**src/rtl/stepper_pkg.sv**
```systemverilog
// Shared types, half-step coil table and timing helpers for the 28BYJ-48 sequencer.
// Periods are in clock cycles per half-step.
package stepper_pkg;

   typedef enum logic [2:0] {IDLE, ACCEL, CRUISE, DECEL, HOLD} state_t;

   // Coil pattern {in1,in2,in3,in4} for each of the 8 half-step phases
   localparam logic [3:0] PASSOS [0:7] = '{
      4'b1000, 4'b1100, 4'b0100, 4'b0110,
      4'b0010, 4'b0011, 4'b0001, 4'b1001
   };

   function automatic int periodo_f(input int clk_hz, input int vel_hz);
      return clk_hz / vel_hz;
   endfunction

   function automatic int delta_f(input int per_max, input int per_min, input int rampa);
      return (per_max - per_min) / rampa;
   endfunction

   function automatic int hold_cyc_f(input int clk_hz, input int hold_ms);
      longint c;
      c = (longint'(hold_ms) * longint'(clk_hz)) / 1000;
      return (c < 1) ? 1 : int'(c);
   endfunction

endpackage

```
**src/rtl/gerador_periodo.sv**
```systemverilog
// Step-period generator: terminal-count counter plus the linear accel/decel period ramp.
// The interval after a step uses the period in force when that step issued.
module gerador_periodo #(
   parameter int PER_MAX      = 100,
   parameter int PER_MIN      = 20,
   parameter int DELTA        = 20,
   parameter int RAMPA_PASSOS = 4,
   localparam int PER_W       = $clog2(PER_MAX + 1),
   localparam int RAMPA_W     = $clog2(RAMPA_PASSOS + 1)
) (
   input  logic               clk,
   input  logic               rst_n,
   input  logic               load_i,
   input  logic               run_i,
   input  logic               acelera_i,
   input  logic               desacelera_i,
   output logic               passo_tick_o,
   output logic [RAMPA_W-1:0] rampa_cnt_o,
   output logic               per_min_o
);

   localparam logic [PER_W-1:0]   PMAX   = PER_W'(PER_MAX);
   localparam logic [PER_W-1:0]   PMIN   = PER_W'(PER_MIN);
   localparam logic [PER_W-1:0]   PDELTA = PER_W'(DELTA);
   localparam logic [RAMPA_W-1:0] RMAX   = RAMPA_W'(RAMPA_PASSOS);

   logic [PER_W-1:0]   per_q, per_d, cnt_q, cnt_d;
   logic [RAMPA_W-1:0] rampa_q, rampa_d;

   assign passo_tick_o = run_i && (cnt_q == '0);
   assign rampa_cnt_o  = rampa_q;
   assign per_min_o    = (per_q == PMIN);

   always_comb begin
      per_d   = per_q;
      cnt_d   = cnt_q;
      rampa_d = rampa_q;
      if (load_i) begin
         // cnt=0 makes the first step issue on the cycle right after accept
         per_d   = PMAX;
         cnt_d   = '0;
         rampa_d = '0;
      end else if (run_i) begin
         if (cnt_q == '0) begin
            cnt_d = per_q - PER_W'(1);
            if (acelera_i) begin
               per_d = (per_q >= PMIN + PDELTA) ? per_q - PDELTA : PMIN;
               if (rampa_q != RMAX) rampa_d = rampa_q + RAMPA_W'(1);
            end else if (desacelera_i) begin
               per_d = (per_q <= PMAX - PDELTA) ? per_q + PDELTA : PMAX;
               if (rampa_q != '0) rampa_d = rampa_q - RAMPA_W'(1);
            end
         end else begin
            cnt_d = cnt_q - PER_W'(1);
         end
      end
   end

   always_ff @(posedge clk) begin
      if (!rst_n) begin
         per_q   <= PMAX;
         cnt_q   <= '0;
         rampa_q <= '0;
      end else begin
         per_q   <= per_d;
         cnt_q   <= cnt_d;
         rampa_q <= rampa_d;
      end
   end

endmodule

```
**src/rtl/stepper_sequenciador.sv**
```systemverilog
// Command-driven half-step sequencer for the 28BYJ-48 / ULN2003: move FSM, step count,
// phase index and coil hold/release. Step timing comes from gerador_periodo.
module stepper_sequenciador
   import stepper_pkg::*;
#(
   parameter int CLK_FREQ_HZ  = 25_000_000,
   parameter int VEL_MIN_HZ   = 250,
   parameter int VEL_MAX_HZ   = 1000,
   parameter int RAMPA_PASSOS = 64,
   parameter int HOLD_MS      = 20,
   parameter int STEPS_W      = 16
) (
   input  logic               clk,
   input  logic               rst_n,
   input  logic               cmd_valid_i,
   output logic               cmd_ready_o,
   input  logic [STEPS_W-1:0] cmd_passos_i,
   input  logic               cmd_dir_i,
   input  logic               abort_i,
   output logic [3:0]         bobinas_o,
   output logic               busy_o,
   output logic               done_o,
   output logic               abortado_o,
   output logic [STEPS_W-1:0] passos_restantes_o
);

   localparam int PER_MAX  = periodo_f(CLK_FREQ_HZ, VEL_MIN_HZ);
   localparam int PER_MIN  = periodo_f(CLK_FREQ_HZ, VEL_MAX_HZ);
   localparam int DELTA    = delta_f(PER_MAX, PER_MIN, RAMPA_PASSOS);
   localparam int HOLD_CYC = hold_cyc_f(CLK_FREQ_HZ, HOLD_MS);
   localparam int HOLD_W   = $clog2(HOLD_CYC + 1);
   localparam int RAMPA_W  = $clog2(RAMPA_PASSOS + 1);

   state_t               state_q, state_d;
   logic [STEPS_W-1:0]   passos_q, passos_d;
   logic [2:0]           phase_q, phase_d;
   logic                 dir_q, dir_d;
   logic                 abortado_q, abortado_d;
   logic                 done_q, done_d;
   logic [3:0]           bob_q, bob_d;
   logic [HOLD_W-1:0]    hold_q, hold_d;
   logic                 moving, accept, load, tick, per_min;
   logic [RAMPA_W-1:0]   rampa_cnt;

   assign moving      = (state_q == ACCEL) || (state_q == CRUISE) || (state_q == DECEL);
   assign cmd_ready_o = rst_n && (state_q == IDLE);
   assign accept      = cmd_valid_i && cmd_ready_o;
   assign load        = accept && (cmd_passos_i != '0);

   gerador_periodo #(
      .PER_MAX      (PER_MAX),
      .PER_MIN      (PER_MIN),
      .DELTA        (DELTA),
      .RAMPA_PASSOS (RAMPA_PASSOS)
   ) u_gerador (
      .clk          (clk),
      .rst_n        (rst_n),
      .load_i       (load),
      .run_i        (moving),
      .acelera_i    (state_q == ACCEL),
      .desacelera_i (state_q == DECEL),
      .passo_tick_o (tick),
      .rampa_cnt_o  (rampa_cnt),
      .per_min_o    (per_min)
   );

   always_comb begin
      state_d    = state_q;
      passos_d   = passos_q;
      phase_d    = phase_q;
      dir_d      = dir_q;
      abortado_d = done_q ? 1'b0 : abortado_q;
      done_d     = 1'b0;
      bob_d      = bob_q;
      hold_d     = hold_q;
      case (state_q)
         IDLE: begin
            bob_d = '0;
            if (accept) begin
               abortado_d = 1'b0;
               passos_d   = cmd_passos_i;
               dir_d      = cmd_dir_i;
               if (cmd_passos_i == '0) done_d = 1'b1;
               else                    state_d = ACCEL;
            end
         end
         ACCEL, CRUISE, DECEL: begin
            if (tick) begin
               phase_d  = dir_q ? phase_q + 3'd1 : phase_q - 3'd1;
               passos_d = passos_q - STEPS_W'(1);
               bob_d    = PASSOS[phase_d];
            end
            // Enough steps left only to ramp back down: start decelerating
            if (state_q != DECEL && 32'(passos_q) <= 32'(rampa_cnt)) state_d = DECEL;
            else if (state_q == ACCEL && per_min)                     state_d = CRUISE;
            if (abort_i || passos_d == '0) begin
               state_d = HOLD;
               hold_d  = HOLD_W'(HOLD_CYC - 1);
               if (abort_i) abortado_d = 1'b1;
            end
         end
         HOLD: begin
            if (hold_q == '0) begin
               state_d = IDLE;
               bob_d   = '0;
               done_d  = 1'b1;
            end else begin
               hold_d = hold_q - HOLD_W'(1);
            end
         end
         default: state_d = IDLE;
      endcase
   end

   always_ff @(posedge clk) begin
      if (!rst_n) begin
         state_q    <= IDLE;
         passos_q   <= '0;
         phase_q    <= '0;
         dir_q      <= 1'b0;
         abortado_q <= 1'b0;
         done_q     <= 1'b0;
         bob_q      <= '0;
         hold_q     <= '0;
      end else begin
         state_q    <= state_d;
         passos_q   <= passos_d;
         phase_q    <= phase_d;
         dir_q      <= dir_d;
         abortado_q <= abortado_d;
         done_q     <= done_d;
         bob_q      <= bob_d;
         hold_q     <= hold_d;
      end
   end

   assign bobinas_o          = bob_q;
   assign busy_o             = moving || (state_q == HOLD);
   assign done_o             = done_q;
   assign abortado_o         = abortado_q;
   assign passos_restantes_o = passos_q;

endmodule

```
**config.mk**
```make
export PLATFORM = sky130hd
export DESIGN_NAME = stepper_sequenciador
export DESIGN_NICKNAME = d
export VERILOG_FILES = /design/src/rtl/stepper_pkg.sv /design/src/rtl/gerador_periodo.sv /design/src/rtl/stepper_sequenciador.sv
export SDC_FILE = /design/constraint.sdc
export NUM_CORES = 1
export LEC_CHECK = 0
export BUFFER_PORTS_ARGS = -buffer_cell sky130_fd_sc_hd__buf_2
export CAP_MARGIN = 40
export CORE_ASPECT_RATIO = 0.75
export CORE_MARGIN = 2
export CORE_UTILIZATION = 40
export DETAILED_ROUTE_END_ITERATION = 8
export PLACE_DENSITY = 0.66
export SYNTH_ARGS = -nofsm -noshare
export SYNTH_HDL_FRONTEND = slang
export SYNTH_HIERARCHICAL = 1
export SYNTH_SLANG_ARGS = --single-unit
```
**constraint.sdc**
```tcl
create_clock -name clk -period 8.5 [get_ports clk]
set_input_delay 1.7 -clock clk [delete_from_list [all_inputs] [get_ports clk]]
set_output_delay 1.7 -clock clk [all_outputs]
set_load 0.01 [all_outputs]
```
# [Yosys cells after proc, flatten, opt, wreduce, memory -nomap -nowiden]
# Memories as Yosys holds them, arrays and structs flattened.
# Index checks and enable logic that the tools add are counted.
[classes] addsub=10 mul=0 n_div=0 n_lt_le_gt_ge=4 n_eq_ne=15 n_shift=0 mux=38 bitwise_logic=2 n_reduce_logical=32
[op_table] operator="$mux W17" count=5
[op_table] operator="$mux W16" count=3
[op_table] operator="$mux W19" count=2
[op_table] operator="$pmux W19 S2" count=1
[op_table] operator="$sub A17 B1 Y17 const B" count=2
[op_table] operator="$logic_not A16 Y1" count=2
[op_table] operator="$pmux W16 S2" count=1
[op_table] operator="$mux W7" count=4
[op_table] operator="$mux W3" count=7
[op_table] operator="$logic_not A19 Y1" count=1
[op_table] operator="$sub A19 B1 Y19 const B" count=1
[op_table] operator="$add A17 B11 Y17 const B" count=1
[op_table] operator="$eq A17 B15 Y1 const B" count=1
[op_table] operator="$ge A17 B15 Y1 const B" count=1
[op_table] operator="$le A17 B17 Y1 const B" count=1
[op_table] operator="$logic_not A17 Y1" count=1
[op_table] operator="$sub A17 B11 Y17 const B" count=1
[op_table] operator="$le A16 B7 Y1" count=1
[op_table] operator="$mux W4" count=4
[op_table] operator="$reduce_bool A16 Y1" count=1
[op_table] operator="$sub A16 B1 Y16 const B" count=1
[op_table] operator="$ne A2 B2 Y1 const B" count=7
[op_table] operator="$pmux W4 S3" count=1
[op_table] operator="$pmux W3 S3" count=1
[op_table] operator="27 further kinds" count=50
[totals] ff_bits=89 latch_bits=0 mem_bits_rw=0 rom_bits=32 inputBits=21 out_inout_bits=24 word_cells=113 n_memories=1
[memory_table] name="(no name shown)" words=8 width=4 read_ports=1 rd_ports_with_merged_regs=0 write_ports=0 line_no="stepper_sequenciador.sv:91" source="bob_d = PASSOS[phase_d];"

# [Longest topological paths before layout]
# Gate-level depths: netlist of run 1.
[depth] ltp_word=10 depth_mapped=16 mapped_depth_nobuf=11

# [Hierarchy]
# The synthesis of run 1 kept the hierarchy.
[modules_own_cells] module="gerador_periodo" n_inst=1 cells_per_inst=478 area_per_inst_um2=3477.1 seq_area_each_um2=820.8
[modules_own_cells] module="stepper_sequenciador" n_inst=1 cells_per_inst=377 area_per_inst_um2=2959.1 seq_area_each_um2=960.9

# [Worst setup path before layout of run 1]
# OpenSTA, ideal clock, no wires.
[synth_timing] path_type="input to output" startpoint="in rst_n" endpoint="out cmd_ready_o" arrival_ns=2.565 required_ns=6.800 slack_ns=4.235 stages=2 n_path_buf=1 path_cell_list="clkbuf_1 > nor4b_1"
[synth_via] elab_chain_cells=1
[synth_rtl] item="start, declared" line_no="stepper_sequenciador.sv:14" source="input logic rst_n,"
[synth_rtl] item="$logic_and A1 B1 Y1" line_no="stepper_sequenciador.sv:46" source="assign cmd_ready_o = rst_n && (state_q == IDLE);"
[synth_rtl] item="end, declared" line_no="stepper_sequenciador.sv:16" source="output logic cmd_ready_o,"
# Every way passes these cells.

# [Final worst setup path of run 1]
# Ends and elaborated chain as after synthesis.

==> metrics.txt, run 1 <==
clock share of power=0.166; post-cts hold buffer count=0; yosys warns=6; overflow left after global routing=0; number of CTS-inserted buffers=9; Placer Congestion=0.898; syn avg cell area=7.53 sq um; Post-Route Utilization=0.444; Setup Crit Path Kind=input pin to output pin; PortBufs=44; largest net degree at the start of global routing=39; Core Box Area=15900 sq um; worst endpoint data arrival time=2700 ps; area share of the largest cell type after synthesis=0.277; drt first pass iters=5; Flop pwr share=0.249; first-pass GRT wire length=29400 um; switching share of power=0.486; vias in the first global route=5613; DP HPWL=12500 um; root buf cell=clkbuf_16; cells after synthesis=855; Pint=1350 uW; ys async rst share=0; post-synthesis cell type count=84; outcome=finished, final reports clean; WL per Instance=16.6 um; CP startpoint kind=input pin; Starting Density=0.406; Placed Cells=1054; Clock Skew=6.47 ps; slew margin rel.=0.451; commonest cells in the netlist=nor2_1 (93), dfxtp_1 (89), a21oi_1 (75); CTS tree=done; max_cap viols=0; Top FF cell, synth=dfxtp_1; CTS Buffer Depth=2; leakage power=0.00259 uW; hold path depth=2; met2 wire len=7260 um; Std-Cell Rows=40; fin crit period=4400 ps; Final Cycle Share=0.517; Worst Path Required=6800 ps; DRT antenna net count=0; TNS Setup=0 ps; clk sinks=89; die width=150 um; Post-Layout Inst Area=7050 sq um; Syn-to-layout area delta=9.51%; top-count cell post-synth=nor2_1; share of layout cells above drive strength 1=0.108; main area contributors after synthesis=dfxtp_1 (28%), a21oi_1 (5.8%), nor2_1 (5.4%); die height=114 um; WL final=17800 um; DP Area=6730 sq um; worst-path fanout max=11; synthesized cell area=6440 sq um; met3 wire length=1290 um; # fillers=1618; RSZ-0062 raised after global routing=false; r2r worst-path depth=12; Power Density=374 nW/um^2; post-CTS setup buffer count=0; worst-skew pair later-pin latency=350 ps; H-tree Lvls=3; # setup viols final=0; Total GRT Usage=0.211; Non-Filler Instances=1070; DR vias/cell=6.10; number of flops mapped to enable cells by yosys=0; CTS resizes=0; die area=17100 sq um; fmax=0.227 GHz; Logic pwr share=0.585; number of synthesized register bits=89; WHS=448 ps; top layer in use=met4; Iteration-0 DRC Markers=701; sequential area share after synthesis=0.277; Fin. Hold Viols=0; met1 WL=8980 um; nets=901; antenna violations before repair=0; crit end category=output pin; Slew @ Worst Pin=823 ps; cell taking the most area after synthesis=dfxtp_1; DR DRC count=0; Switch Pwr=1280 uW; Max IR drop VDD=0.000167 V; Hold Path Class=flop to flop; Ports=45; Clock Pin Slew Worst Setup and Hold Paths=60 ps; Slew Limit Fails=0; ANT cells=0; via count=6523; syn nets=901
-- cell type report --
cell class                      count  area [sq um]  share of cell area
Multi-Input combinational cell    675          4300               0.611
Sequential cell                    89          1780               0.253
Timing Repair Buffer               51           269              0.0382
Tap cell                          210           263              0.0373
Clock buffer                       11           243              0.0344
Inverter                           29           109              0.0154
Clock inverter                      5          78.8              0.0112
-- routing by layer --
layer | track usage | vias to the layer above
li1 | - | 3210
met5 | 0 | -
met3 | 0.0420 | 19
met1 | 0.330 | 3058
met4 | 0.0560 | 0
met2 | 0.289 | 236
-- flip-flops by register name, summed over array words and instances (netlist names), 3 cells and up --
name and cells:
hold_q 19, u_gerador/rampa_cnt_o 7, phase_q 3, u_gerador/per_q 17
passos_restantes_o 16, u_gerador/cnt_q 17, bobinas_o 4, state_q 3
-- cell usage in the layout (no fill, tap or decap), drive strengths merged, types with 21 or more instances in the layout --
cell type	count
dfxtp	89
ha	23
a21oi	76
a31oi	21
inv	27
buf	51
nand2	60
o21ai	45
nand3	23
nor2	95
nor3	40
-- path summary, 6_finish.rpt --
check	from	end	slack, ps
worst max-delay path	rst_n	cmd_ready_o	4100
worst max register to register	state_q[1]	hold_q[0]	4290
worst min register to register	bobinas_o[2]	bobinas_o[2]	450
worst min-delay path	bobinas_o[2]	bobinas_o[2]	450
-- logic make-up after synthesis --
group                      count (synthesis)  share of synthesized area
AOI/OAI and AO/OA                        264                      0.273
xor gates and xnor gates                  31                     0.0443
buffers and inverters                     91                     0.0552
muxes                                      9                     0.0140
adders and majority gates                 25                     0.0509
and+or+nand+nor                          346                      0.286
DFF                                       89                      0.277
-- critical path, stage by stage --
cell,delay (ps)
buf_2,190
nor4b_1,560
buf_2,250
-- power groups by stage --
stage	clock network [uW]	registers, uW	logic, uW
finish	437	656	1540
CTS	446	653	1520
detailed placement	0	660	1510
global route	464	675	1720
global placement	0	660	1500
floorplan	0	622	1230
-- metrics by stage --
| step | setup slack, ps | power [uW] |
|---|---|---|
| after global placement | 4140 | 2160 |
| final | 4100 | 2630 |
| after CTS | 4080 | 2620 |
| after floorplan | 4240 | 1850 |
| after global routing | 3910 | 2860 |
| after detailed placement | 4050 | 2170 |
No activity file was read; power rests on OpenSTA's default activity.
==> run 2: changes to the inputs <==
ABC_AREA = 1   (was default)
clock period = 4.4 ns   (was 8.5 ns; I/O delays follow)
==> run 2 against run 1 <==
Worst setup slack got worse by 2700 ps; flip-flop and latch count stayed put; combinational power is 140% higher; critical endpoint is now busy_o; area after synthesis up 7.7%; total power up 120%; worst hold slack better by 22 ps; via count up 7.5%; sequential power grew 87%; sequential share of layout area down 1.7 points; wire length rose by 8.5%.
==> metrics.txt, run 2 <==
yosys warns=6; RSZ-0062 raised after global routing=false; slew margin rel.=0.552; top-count cell post-synth=nand2_1; DR vias/cell=5.31; PortBufs=44; leakage power=0.00352 uW; vias in the first global route=6164; DR DRC count=0; setup ws final=1450 ps; most frequent cells in the layout=nand2_1 (250), inv_1 (124), nor2_1 (111); commonest cells in the netlist=nand2_1 (250), inv_1 (124), nor2_1 (111); TNS Setup=0 ps; Clock Skew=11.6 ps; drt first pass iters=5; die area=18400 sq um; outcome=finished, final reports clean; H-tree Lvls=3; # setup viols final=0; Placer Congestion=0.954; Fin. Hold Viols=0; post-cts hold buffer count=0; area share of the largest cell type after synthesis=0.257; Final Cycle Share=0.671; Hold Path Class=flop to flop; cells after synthesis=1074; switching share of power=0.549; sequential area share after synthesis=0.257; DP Area=7260 sq um; CTS resizes=0; ys async rst share=0; fmax=0.339 GHz; Ports=45; WL final=19300 um; ANT cells=0; max FFs per register=19; nets=1147; CTS tree=done; die height=118 um; first-pass GRT wire length=32200 um; # fillers=1779; overflow left after global routing=0; Syn-to-layout area delta=8.85%; antenna violations before repair=0; largest register by flop count=hold_q; Flop pwr share=0.216; syn avg cell area=6.45 sq um; clk sinks=89; root buf cell=clkbuf_16; most common cell after layout, fill and taps aside=nand2_1; Power Density=754 nW/um^2; Top FF cell, synth=dfxtp_1; Post-Layout Inst Area=7540 sq um; Worst Path Required=3520 ps; Std-Cell Rows=41; biggest regs=hold_q: 19 flops, u_gerador/cnt_q: 17 flops, u_gerador/per_q: 17 flops; Total GRT Usage=0.215; Iteration-0 DRC Markers=677; worst-skew pair later-pin latency=360 ps; post-CTS setup buffer count=0; via count=7012; worst-path fanout max=43; multi-input logic area=4440 sq um; register area=1780 sq um; Max IR drop VDD=0.000348 V; Core Box Area=16900 sq um; clock share of power=0.135; Slew Limit Fails=0; DP HPWL=14600 um; largest net degree at the start of global routing=44; Clock Pin Slew Worst Setup and Hold Paths=70 ps; max_cap viols=0; pre-CTS WS=1190 ps; main area contributors after synthesis=dfxtp_1 (26%), nand2_1 (14%), inv_1 (6.7%); fin crit period=2950 ps; crit end category=output pin; number of synthesized register bits=89; Setup Crit Path Kind=flop to output pin; worst endpoint data arrival time=2070 ps; Logic pwr share=0.649; CP startpoint kind=flop; CTS Buffer Depth=2; die width=156 um; number of CTS-inserted buffers=9; synthesized cell area=6930 sq um; post-synthesis cell type count=51; syn nets=1120; cell taking the most area after synthesis=dfxtp_1; Slew @ Worst Pin=670 ps; DRT antenna net count=0; share of layout cells above drive strength 1=0.158; number of flops mapped to enable cells by yosys=0; Pint=2560 uW; Switch Pwr=3120 uW; Starting Density=0.411; WL per Instance=14.6 um
==> run 2: changes by cell type in the layout (fill, tap and decap cells not counted), sizes merged, moves of 12 or more <==
cell    delta
a211oi    -19
nand2    +222
nand3     +68
or3       -14
o211ai    -13
nor3      -22
o21ai     +25
xnor2     -12
nor2      +48
inv      +111
==> run 2: final cells by class <==
class,count,area share
clock buffer,9,0.0299
clock inverter,7,0.00796
timing repair buffer,48,0.0332
multi-input combinational,816,0.588
sequential,89,0.236
inverter,137,0.0687
tap,215,0.0357
==> run 2: logic make-up after synthesis <==
logic type | count (synthesis) | share of synthesized area
AOI/OAI and AO/OA | 185 | 0.153
xor gates and xnor gates | 29 | 0.0366
adders and majority gates | 25 | 0.0473
buffers and inverters | 169 | 0.103
DFF | 89 | 0.257
and+or+nand+nor | 577 | 0.403
==> run 2: critical path, cell delays in order (launching register included) <==
cell     delay [ps]
dfxtp_1         410
nor2_4           80
nor2_4           80
buf_4           430
inv_1           320
nand2_1         230
buf_2           160
==> run 2: path summary, 6_finish.rpt <==
kind	startpoint	end	slack, ps	cells past startpoint
hold / removal	bobinas_o[0]	bobinas_o[0]	470	2
setup reg to reg	u_gerador/cnt_q[0]	hold_q[14]	1610	19
hold reg to reg	bobinas_o[0]	bobinas_o[0]	470	2
setup / recovery	state_q[1]	busy_o	1450	6
==> run 2: power by group through the flow <==
stage / clock, uW / combinational, uW / sequential [uW]
detailed placement: 0 / 3620 / 1240
global route: 819 / 4100 / 1260
floorplan: 0 / 2960 / 1200
global placement: 0 / 3610 / 1240
CTS: 785 / 3640 / 1230
finish: 768 / 3690 / 1230
==> run 2: stage by stage <==
stage | hold WS [ps] | total power (uW) | util | std cells
after global routing | 489 | 6180 | 0.447 | 1321
after global placement | 457 | 4850 | 0.430 | 1305
final | 470 | 5680 | 0.447 | 1321
after floorplan | 479 | 4160 | - | 1074
after detailed placement | 461 | 4860 | 0.430 | 1305
after CTS | 475 | 5650 | 0.447 | 1321
==> run 2: per-layer routing <==
| metal | routed length, um | up-vias | GRT usage |
|---|---|---|---|
| li1 | - | 3572 | - |
| met3 | 1640 | 17 | 0.0427 |
| met4 | 175 | 0 | 0.0459 |
| met2 | 7490 | 263 | 0.285 |
| met5 | 0 | - | 0 |
| met1 | 10000 | 3160 | 0.349 |
